==> config.mk <==
export PLATFORM = sky130hd
export DESIGN_NAME = register_bank_univ
export DESIGN_NICKNAME = d
export VERILOG_FILES = /design/src/rtl/register_bank_univ.sv
export SDC_FILE = /design/constraint.sdc
export NUM_CORES = 1
export LEC_CHECK = 0
export CAP_MARGIN = 20
export CORE_UTILIZATION = 44
export CTS_BUF_LIST = sky130_fd_sc_hd__clkbuf_8
export DETAILED_ROUTE_END_ITERATION = 10
export GPL_ROUTABILITY_DRIVEN = 0
export PLACE_DENSITY = 0.88
export SLEW_MARGIN = 30
export SYNTH_ARGS = -nofsm -noshare
export SYNTH_HDL_FRONTEND = slang
export SYNTH_SLANG_ARGS = --single-unit
==> constraint.sdc <==
create_clock -name clk -period 1.6 [get_ports clk]
set_input_delay 0.16 -clock clk [delete_from_list [all_inputs] [get_ports clk]]
set_output_delay 0.16 -clock clk [all_outputs]
set_load 0.05 [all_outputs]
==> src/rtl/register_bank_univ.sv <==
// -----------------------------------------------------------------------------
// register_bank_univ
//
// Universal shift register with a saturating shift counter. Each enabled clock
// edge performs one operation selected by `mode`: hold, parallel load, logical
// shift left/right with serial fill, optional rotate left/right, or clear.
// `shift_cnt` counts executed shifts/rotates since the last load, clear or
// reset. It stops at all-ones and does not wrap.
//
// Optional feature macro: REGISTER_BANK_ROTATE_EN
//   defined   -> modes 100/101 rotate left/right and are counted
//   undefined -> modes 100/101 behave as hold
//
// Parameters
//   WIDTH  register width, 2..32
//   CNT_W  shift-counter width, 2..16
//
// Ports
//   clk          in   single clock; all state changes on the rising edge
//   rst          in   synchronous active-high reset (overrides en/mode)
//   en           in   operation enable; 0 holds every register
//   mode[2:0]    in   operation select
//   par_in       in   parallel load data
//   ser_in_lsb   in   bit shifted into q[0] on shift left
//   ser_in_msb   in   bit shifted into q[WIDTH-1] on shift right
//   q            out  register contents (q[0] drives LED 1)
//   ser_out_msb  out  q[WIDTH-1]
//   ser_out_lsb  out  q[0]
//   shift_cnt    out  shifts since last load/clear, saturating
//   cnt_sat      out  1 while shift_cnt is at its maximum
//   zero         out  1 while q is all zeros
// -----------------------------------------------------------------------------
module register_bank_univ #(
  parameter int WIDTH = 4,
  parameter int CNT_W = 8
) (
  input  logic             clk,
  input  logic             rst,
  input  logic             en,
  input  logic [2:0]       mode,
  input  logic [WIDTH-1:0] par_in,
  input  logic             ser_in_lsb,
  input  logic             ser_in_msb,
  output logic [WIDTH-1:0] q,
  output logic             ser_out_msb,
  output logic             ser_out_lsb,
  output logic [CNT_W-1:0] shift_cnt,
  output logic             cnt_sat,
  output logic             zero
);

  typedef enum logic [2:0] {
    MODE_HOLD = 3'b000,
    MODE_LOAD = 3'b001,
    MODE_SHL  = 3'b010,
    MODE_SHR  = 3'b011,
    MODE_ROL  = 3'b100,
    MODE_ROR  = 3'b101,
    MODE_CLR  = 3'b110,
    MODE_RSVD = 3'b111
  } mode_e;

  localparam logic [CNT_W-1:0] CNT_MAX = {CNT_W{1'b1}};

  logic [WIDTH-1:0] q_q, q_d;
  logic [CNT_W-1:0] cnt_q, cnt_d;
  logic             count_op;   // an enabled shift or rotate executes this cycle
  logic             cnt_clr;    // load or clear restarts the count

  // Next-state decode.
  // NOTE: every signal written here gets a default first, so a mode that does
  // not touch a signal leaves it holding its value instead of inferring a latch.
  always_comb begin
    q_d      = q_q;
    count_op = 1'b0;
    cnt_clr  = 1'b0;

    if (en) begin
      case (mode_e'(mode))
        MODE_LOAD: begin
          q_d     = par_in;
          cnt_clr = 1'b1;
        end
        MODE_SHL: begin
          q_d      = {q_q[WIDTH-2:0], ser_in_lsb};
          count_op = 1'b1;
        end
        MODE_SHR: begin
          q_d      = {ser_in_msb, q_q[WIDTH-1:1]};
          count_op = 1'b1;
        end
`ifdef REGISTER_BANK_ROTATE_EN
        // A rotate counts even when the value does not change (all 0s/1s).
        MODE_ROL: begin
          q_d      = {q_q[WIDTH-2:0], q_q[WIDTH-1]};
          count_op = 1'b1;
        end
        MODE_ROR: begin
          q_d      = {q_q[0], q_q[WIDTH-1:1]};
          count_op = 1'b1;
        end
`endif
        MODE_CLR: begin
          q_d     = '0;
          cnt_clr = 1'b1;
        end
        // Hold, reserved and (without rotate support) the rotate codes.
        default: begin
          q_d = q_q;
        end
      endcase
    end
  end

  // Saturating counter: stop at all-ones rather than wrap to zero.
  always_comb begin
    cnt_d = cnt_q;
    if (cnt_clr) begin
      cnt_d = '0;
    end else if (count_op && (cnt_q != CNT_MAX)) begin
      cnt_d = cnt_q + CNT_W'(1);
    end
  end

  // NOTE: state registers use non-blocking assignments so every flop samples
  // the pre-edge values and simulation matches the synthesized hardware.
  always_ff @(posedge clk) begin
    if (rst) begin
      q_q   <= '0;
      cnt_q <= '0;
    end else begin
      q_q   <= q_d;
      cnt_q <= cnt_d;
    end
  end

  // cnt_sat is a decode of the counter, so it tracks shift_cnt exactly and is
  // held, cleared and reset along with it.
  assign q           = q_q;
  assign shift_cnt   = cnt_q;
  assign cnt_sat     = (cnt_q == CNT_MAX);
  assign zero        = (q_q == '0);
  assign ser_out_msb = q_q[WIDTH-1];
  assign ser_out_lsb = q_q[0];

endmodule

Word-level counts from Yosys, hierarchy flattened
Cells that the tools add are included.

word-level totals
  flip-flop bits (word level) = 12
  bits of input ports = 12
  output and inout bits = 16
  logic and storage cells = 21

cells by class
  add/subtract/negate cells = 1
  eq/ne operators = 6
  multiplexer cells = 5
  reduce and logical (&&, ||, !) cells = 7

operator list
  operator             count
  $pmux 4 s4           1
  $add 8x1->8 const B  1
  $eq 8x8->1 const B   1
  $ne 8x8->1 const B   1
  $eq 3x2->1 const B   2
  $reduce_or 2->1      3
  $logic_not 4->1      1
  $mux 1               4
  $reduce_bool 4->1    1
  $eq 3x1->1 const B   1
  $eq 3x3->1 const B   1
  $reduce_and 2->1     1
  $logic_and 1x1->1    1

Logic depth before layout (Yosys ltp)
Gate-level depths: netlist of run 1.

  word-level depth = 5
  gate-level depth with buffers = 5
  depth with buffers taken out = 5

Worst setup path after synthesis of run 1
OpenSTA, ideal clock, no wires.

  path type = reg2out
  start = register q_q[3], in the netlist q[3]
  end = output zero
  arrival = 2092 ps
  data required time = 1440 ps
  slack = -652 ps
  cell stages (with the launch flop) = 2
  buffers on the path = 0
  path through = dfxtp_1 > nor4_1

on the way
  longest elaborated chain between the ends = 1

ends and longest elaborated chain
  what                    line  RTL
  from (decl)             65    logic [WIDTH-1:0] q_q, q_d;
  from (signal assigned)  132   q_q <= q_d;
  $logic_not 4->1         142   assign zero = (q_q == '0);
  to (decl)               49    output logic zero

No other way between the ends.

Final worst setup path of run 1
  start = register cnt_q[1], in the netlist shift_cnt[1]
  end = output cnt_sat

on the way
  longest elaborated chain between the ends = 1

ends and longest elaborated chain
  what                    line  RTL
  from (decl)             66    logic [CNT_W-1:0] cnt_q, cnt_d;
  from (signal assigned)  133   cnt_q <= cnt_d;
  $eq 8x8->1              141   assign cnt_sat = (cnt_q == CNT_MAX);
  to (decl)               48    output logic cnt_sat,

No other way between the ends.

==> impl_summary.log, run 1 <==
INFO  metric synth_enable_flop_cells = 0
INFO  metric reported_max_cap_violation_count = 0
INFO  metric clkSinkCount = 12
INFO  metric synth.area.top_cells = sky130_fd_sc_hd__dfxtp_1 33%, sky130_fd_sc_hd__a221oi_1 9.6%, sky130_fd_sc_hd__inv_1 4.1%, sky130_fd_sc_hd__nor2_1 3.6%, sky130_fd_sc_hd__a22o_1 3.6%
INFO  metric layout.nets = 137
INFO  metric synthArstFlopShare = 0%
INFO  metric synth.avg_cell_area = 8.356 um^2
INFO  metric diodes = 0
INFO  metric synth_compound_gate_area_share = 28.92%
INFO  metric finalMaxSlewViolations = 0
INFO  metric cp_cell_sequence = ha_4, nand4_1, buf_4, nor2_4, buf_12
INFO  metric reg2reg_depth = 6
INFO  metric timing.final.hold_violations = 0
INFO  metric p_sw_share = 29.61%
INFO  metric worst-endpoint-required = 1.44 ns
INFO  metric worst_skew_pair_latency = 0.25 ns
INFO  metric synthesis.area = 726.9 um^2
INFO  metric status = finished, violations left
INFO  metric cp_depth = 5
INFO  metric starting_density_of_the_core = 47.70%
INFO  metric placement.io_buffers = 27
INFO  metric power_report.internal_total = 0.0006286 W
INFO  metric rows = 14
INFO  metric dieHeight = 42.65 um
INFO  metric core = 1524 um^2
INFO  metric place.detailed.hpwl = 1571 um
INFO  metric hp-class = flop to flop
INFO  metric ys_dominant_reg_cell = sky130_fd_sc_hd__dfxtp_1
INFO  metric start_kind = flop
INFO  metric globalRouteTotalUtil = 24.00%
INFO  metric die_x = 42.65 um
INFO  metric timing.critical_path.from = shift_cnt[1]$_SDFFE_PP0P_
INFO  metric placement.setup.worst_slack = -0.03094 ns
INFO  metric htree_num_levels = 1
INFO  metric timing.critical_path.fanout_max = 5
INFO  metric fmaxAchievable = 621.7 MHz
INFO  metric worstSetupPathType = flop to output port
INFO  metric grt.overflow.total = 0
INFO  metric final_core_utilization = 75.53%
INFO  metric clkTransAtPathRegs = 0.05 ns
INFO  metric slowest_delay = 0.37 ns
INFO  metric sequentialPowerShare = 36.1%
INFO  metric grt_first_pass_wirelength = 3229 um
INFO  metric r2r-end = shift_cnt[2]$_SDFFE_PP0P_
INFO  metric yosys.area_share.xor_xnor = 3.614%
INFO  metric timing.final.crit_period = 1.609 ns
INFO  metric power_density = 775.7 nW/um^2
INFO  metric share_comb_of_total_power = 26.1%
INFO  metric floorplan.io_pins = 28
INFO  metric power_spent_charging_and_discharging_nets = 0.0002644 W
INFO  metric setup.worst_path.end_class = output port
INFO  metric drt_drc_violations_left = 0
INFO  metric cts.root.buffer_cell = sky130_fd_sc_hd__clkbuf_8
INFO  metric critPathBufInv = 2
INFO  metric synth_largest_area_cell = sky130_fd_sc_hd__dfxtp_1
INFO  metric synthMostInstantiatedCell = sky130_fd_sc_hd__dfxtp_1
INFO  metric synth-seq-area-share = 33.05%
INFO  metric dr.first_iter.drc_count = 30
INFO  metric yosys_register_bits = 12
INFO  metric layout_setup_ws = -0.008585 ns
INFO  metric die-area = 1819 um^2
INFO  metric finalSetupViolCount = 1
INFO  metric synth.mux.area_fraction = 1.377%
INFO  metric clockBufferDepth = 2
INFO  metric synth_cell_type_count = 37
INFO  metric power.ir.vdd_worst = 668.7 uV
INFO  metric post_synth_inst_count = 87
INFO  metric final.fill_count = 115
INFO  metric clock_tree_from_tritoncts = built
INFO  metric detail_route.wl_per_cell = 15.58 um
INFO  metric final_cell_count_no_fill = 139
INFO  metric r2r-start = shift_cnt[1]$_SDFFE_PP0P_
INFO  metric most_instantiated_cells_after_synthesis = 12 x sky130_fd_sc_hd__dfxtp_1, 8 x sky130_fd_sc_hd__a221oi_1, 8 x sky130_fd_sc_hd__inv_1
INFO  metric post_synth_net_total = 100
INFO  metric critical-path-slowest-cell = sky130_fd_sc_hd__dfxtp_4
INFO  metric fraction_of_final_layout_cells_sized_beyond_drive_strength_1 = 38.21%
INFO  metric area_growth_syn_to_layout = 58.35%
INFO  metric cp.arrival = 1.45 ns
INFO  metric worstMarginPinSlew = 0.3582 ns
INFO  metric grt_antenna_before_repair = 0
INFO  metric numCtsBuffers = 3
INFO  metric failed_checks = setup timing
INFO  metric synth.top_cell.area_share = 33.05%
INFO  metric detail_route.wirelength = 2165 um
INFO  metric timing.final.crit_share = 100.5%
INFO  metric reg2reg_setup_slack = 0 ns
INFO  metric synth_area_in_adders = 1.721%
INFO  metric power.leakage = 0.4814 nW
INFO  metric p_clk_share = 37.8%
INFO  metric post_synthesis_share_of_cell_area_spent_on_and_or_nand_and_nor_gates = 22.89%
INFO  metric path_delay_family = flip-flops
INFO  metric length_of_the_first_detailed_routing_pass_in_iterations = 6
INFO  metric vias_in_the_first_global_route = 748
INFO  metric routed-via-count = 848
INFO  metric vias_per_cell = 6.101
INFO  metric slew_headroom = 76.02%
INFO  metric drt.antenna.violating_nets = 0
INFO  metric synthesis.yosys.warnings = 0
INFO  metric clock-skew-final = 0.003760 ns
INFO  metric synth_top_family_by_area = compound AO/OA/AOI/OAI gates
INFO  metric critical_path.endpoint = cnt_sat
INFO  metric grt_start_max_net_pins = 10
INFO  metric placed_cells = 132
## logic make-up after synthesis
logic type | Yosys count
AOI/OAI and AO/OA | 28
adders and majority gates | 1
and+or+nand+nor | 29
buffers and inverters | 13
xor gates and xnor gates | 3
DFF | 12
muxes | 1
## layout by cell type (no fill, tap or decap), types with 2 or more instances in the layout
master and n:
sky130_fd_sc_hd__nor2_1 6, sky130_fd_sc_hd__o211ai_1 2, sky130_fd_sc_hd__a221oi_1 8, sky130_fd_sc_hd__a21oi_1 2, sky130_fd_sc_hd__clkbuf_8 4, sky130_fd_sc_hd__nand2b_1 2, sky130_fd_sc_hd__dfxtp_2 6, sky130_fd_sc_hd__nand2_1 6
sky130_fd_sc_hd__buf_4 24, sky130_fd_sc_hd__xor2_1 2, sky130_fd_sc_hd__clkdlybuf4s50_1 11, sky130_fd_sc_hd__o21ai_0 4, sky130_fd_sc_hd__a22o_1 3, sky130_fd_sc_hd__a31oi_1 2, sky130_fd_sc_hd__buf_12 2, sky130_fd_sc_hd__inv_1 8
sky130_fd_sc_hd__nand3_1 2, sky130_fd_sc_hd__dfxtp_1 4, sky130_fd_sc_hd__dfxtp_4 2
## cell type report
cell class | instances | area, um^2 | area share [%]
Clock buffer | 4 | 55.05 | 4.783
Inverter | 8 | 30.03 | 2.609
Multi-Input combinational cell | 62 | 460.4 | 40.00
Sequential cell | 12 | 255.2 | 22.17
Tap cell | 16 | 20.02 | 1.739
Timing Repair Buffer | 37 | 330.3 | 28.70
## registers in the layout, indices dropped and copies added, names as in the netlist
| register | flops |
|---|---|
| q | 4 |
| shift_cnt | 8 |
## power groups by stage
stage	combinational (W)	clock, W	sequential (W)
3_5_place_dp	0.000227	0	0.000329
6_report	0.000233	0.000337	0.000322
4_1_cts	0.000228	0.000344	0.000324
5_1_grt	0.000247	0.000360	0.000324
2_1_floorplan	0.000104	0	0.000361
3_3_place_gp	0.000223	0	0.000328
## worst min-delay path by stage
stage | start | end | slack, ns | depth (start not counted)
floorplan | rst | q[0]$_SDFFE_PP0P_ | 0.24 | 1
global placement | shift_cnt[4]$_SDFFE_PP0P_ | shift_cnt[4]$_SDFFE_PP0P_ | 0.51 | 2
global route | shift_cnt[2]$_SDFFE_PP0P_ | shift_cnt[2]$_SDFFE_PP0P_ | 0.56 | 1
finish | shift_cnt[2]$_SDFFE_PP0P_ | shift_cnt[2]$_SDFFE_PP0P_ | 0.55 | 1
CTS | shift_cnt[2]$_SDFFE_PP0P_ | shift_cnt[2]$_SDFFE_PP0P_ | 0.53 | 1
detailed placement | shift_cnt[2]$_SDFFE_PP0P_ | shift_cnt[2]$_SDFFE_PP0P_ | 0.53 | 1
## routing by layer
metal	routed length, um	up-vias	track usage, %
met5	0	-	0
met2	1127	55	42.73
li1	-	399	-
met4	51	0	9.375
met3	176	9	7.759
met1	809	385	25.73
## what timing repair did
item | in CTS | in global routing
resized for setup | 2 | 0
buffers inserted | 0 | 3
hold buffers | 0 | 0
cloned | 0 | 0
endpoints found under the setup margin | 1 | 1
pin swaps | 1 | 0
## per-stage QoR
step	TNS (ns)	total power [W]	hold slack, ns	area, um^2
after CTS	0	0.0008963	0.5344	1129
after detailed placement	-0.03094	0.0005565	0.5256	1061
after floorplan	0	0.0004649	0.2387	764.5
after global placement	0	0.0005517	0.5082	1061
after global routing	-0.3753	0.0009306	0.5638	1151
final	-0.008585	0.0008929	0.5478	1151
Power figures use the tool's default switching activity.
==> run 2, diff against run 1 <==
--- a/config.mk
+++ b/config.mk
@@ -11,7 +11,7 @@
 export DETAILED_ROUTE_END_ITERATION = 10
 export GPL_ROUTABILITY_DRIVEN = 0
 export PLACE_DENSITY = 0.88
-export SLEW_MARGIN = 30
+export SLEW_MARGIN = 20
 export SYNTH_ARGS = -nofsm -noshare
 export SYNTH_HDL_FRONTEND = slang
 export SYNTH_SLANG_ARGS = --single-unit
==> results of run 2 <==
No change in the layout: final DEF, timing and power equal those of run 1.
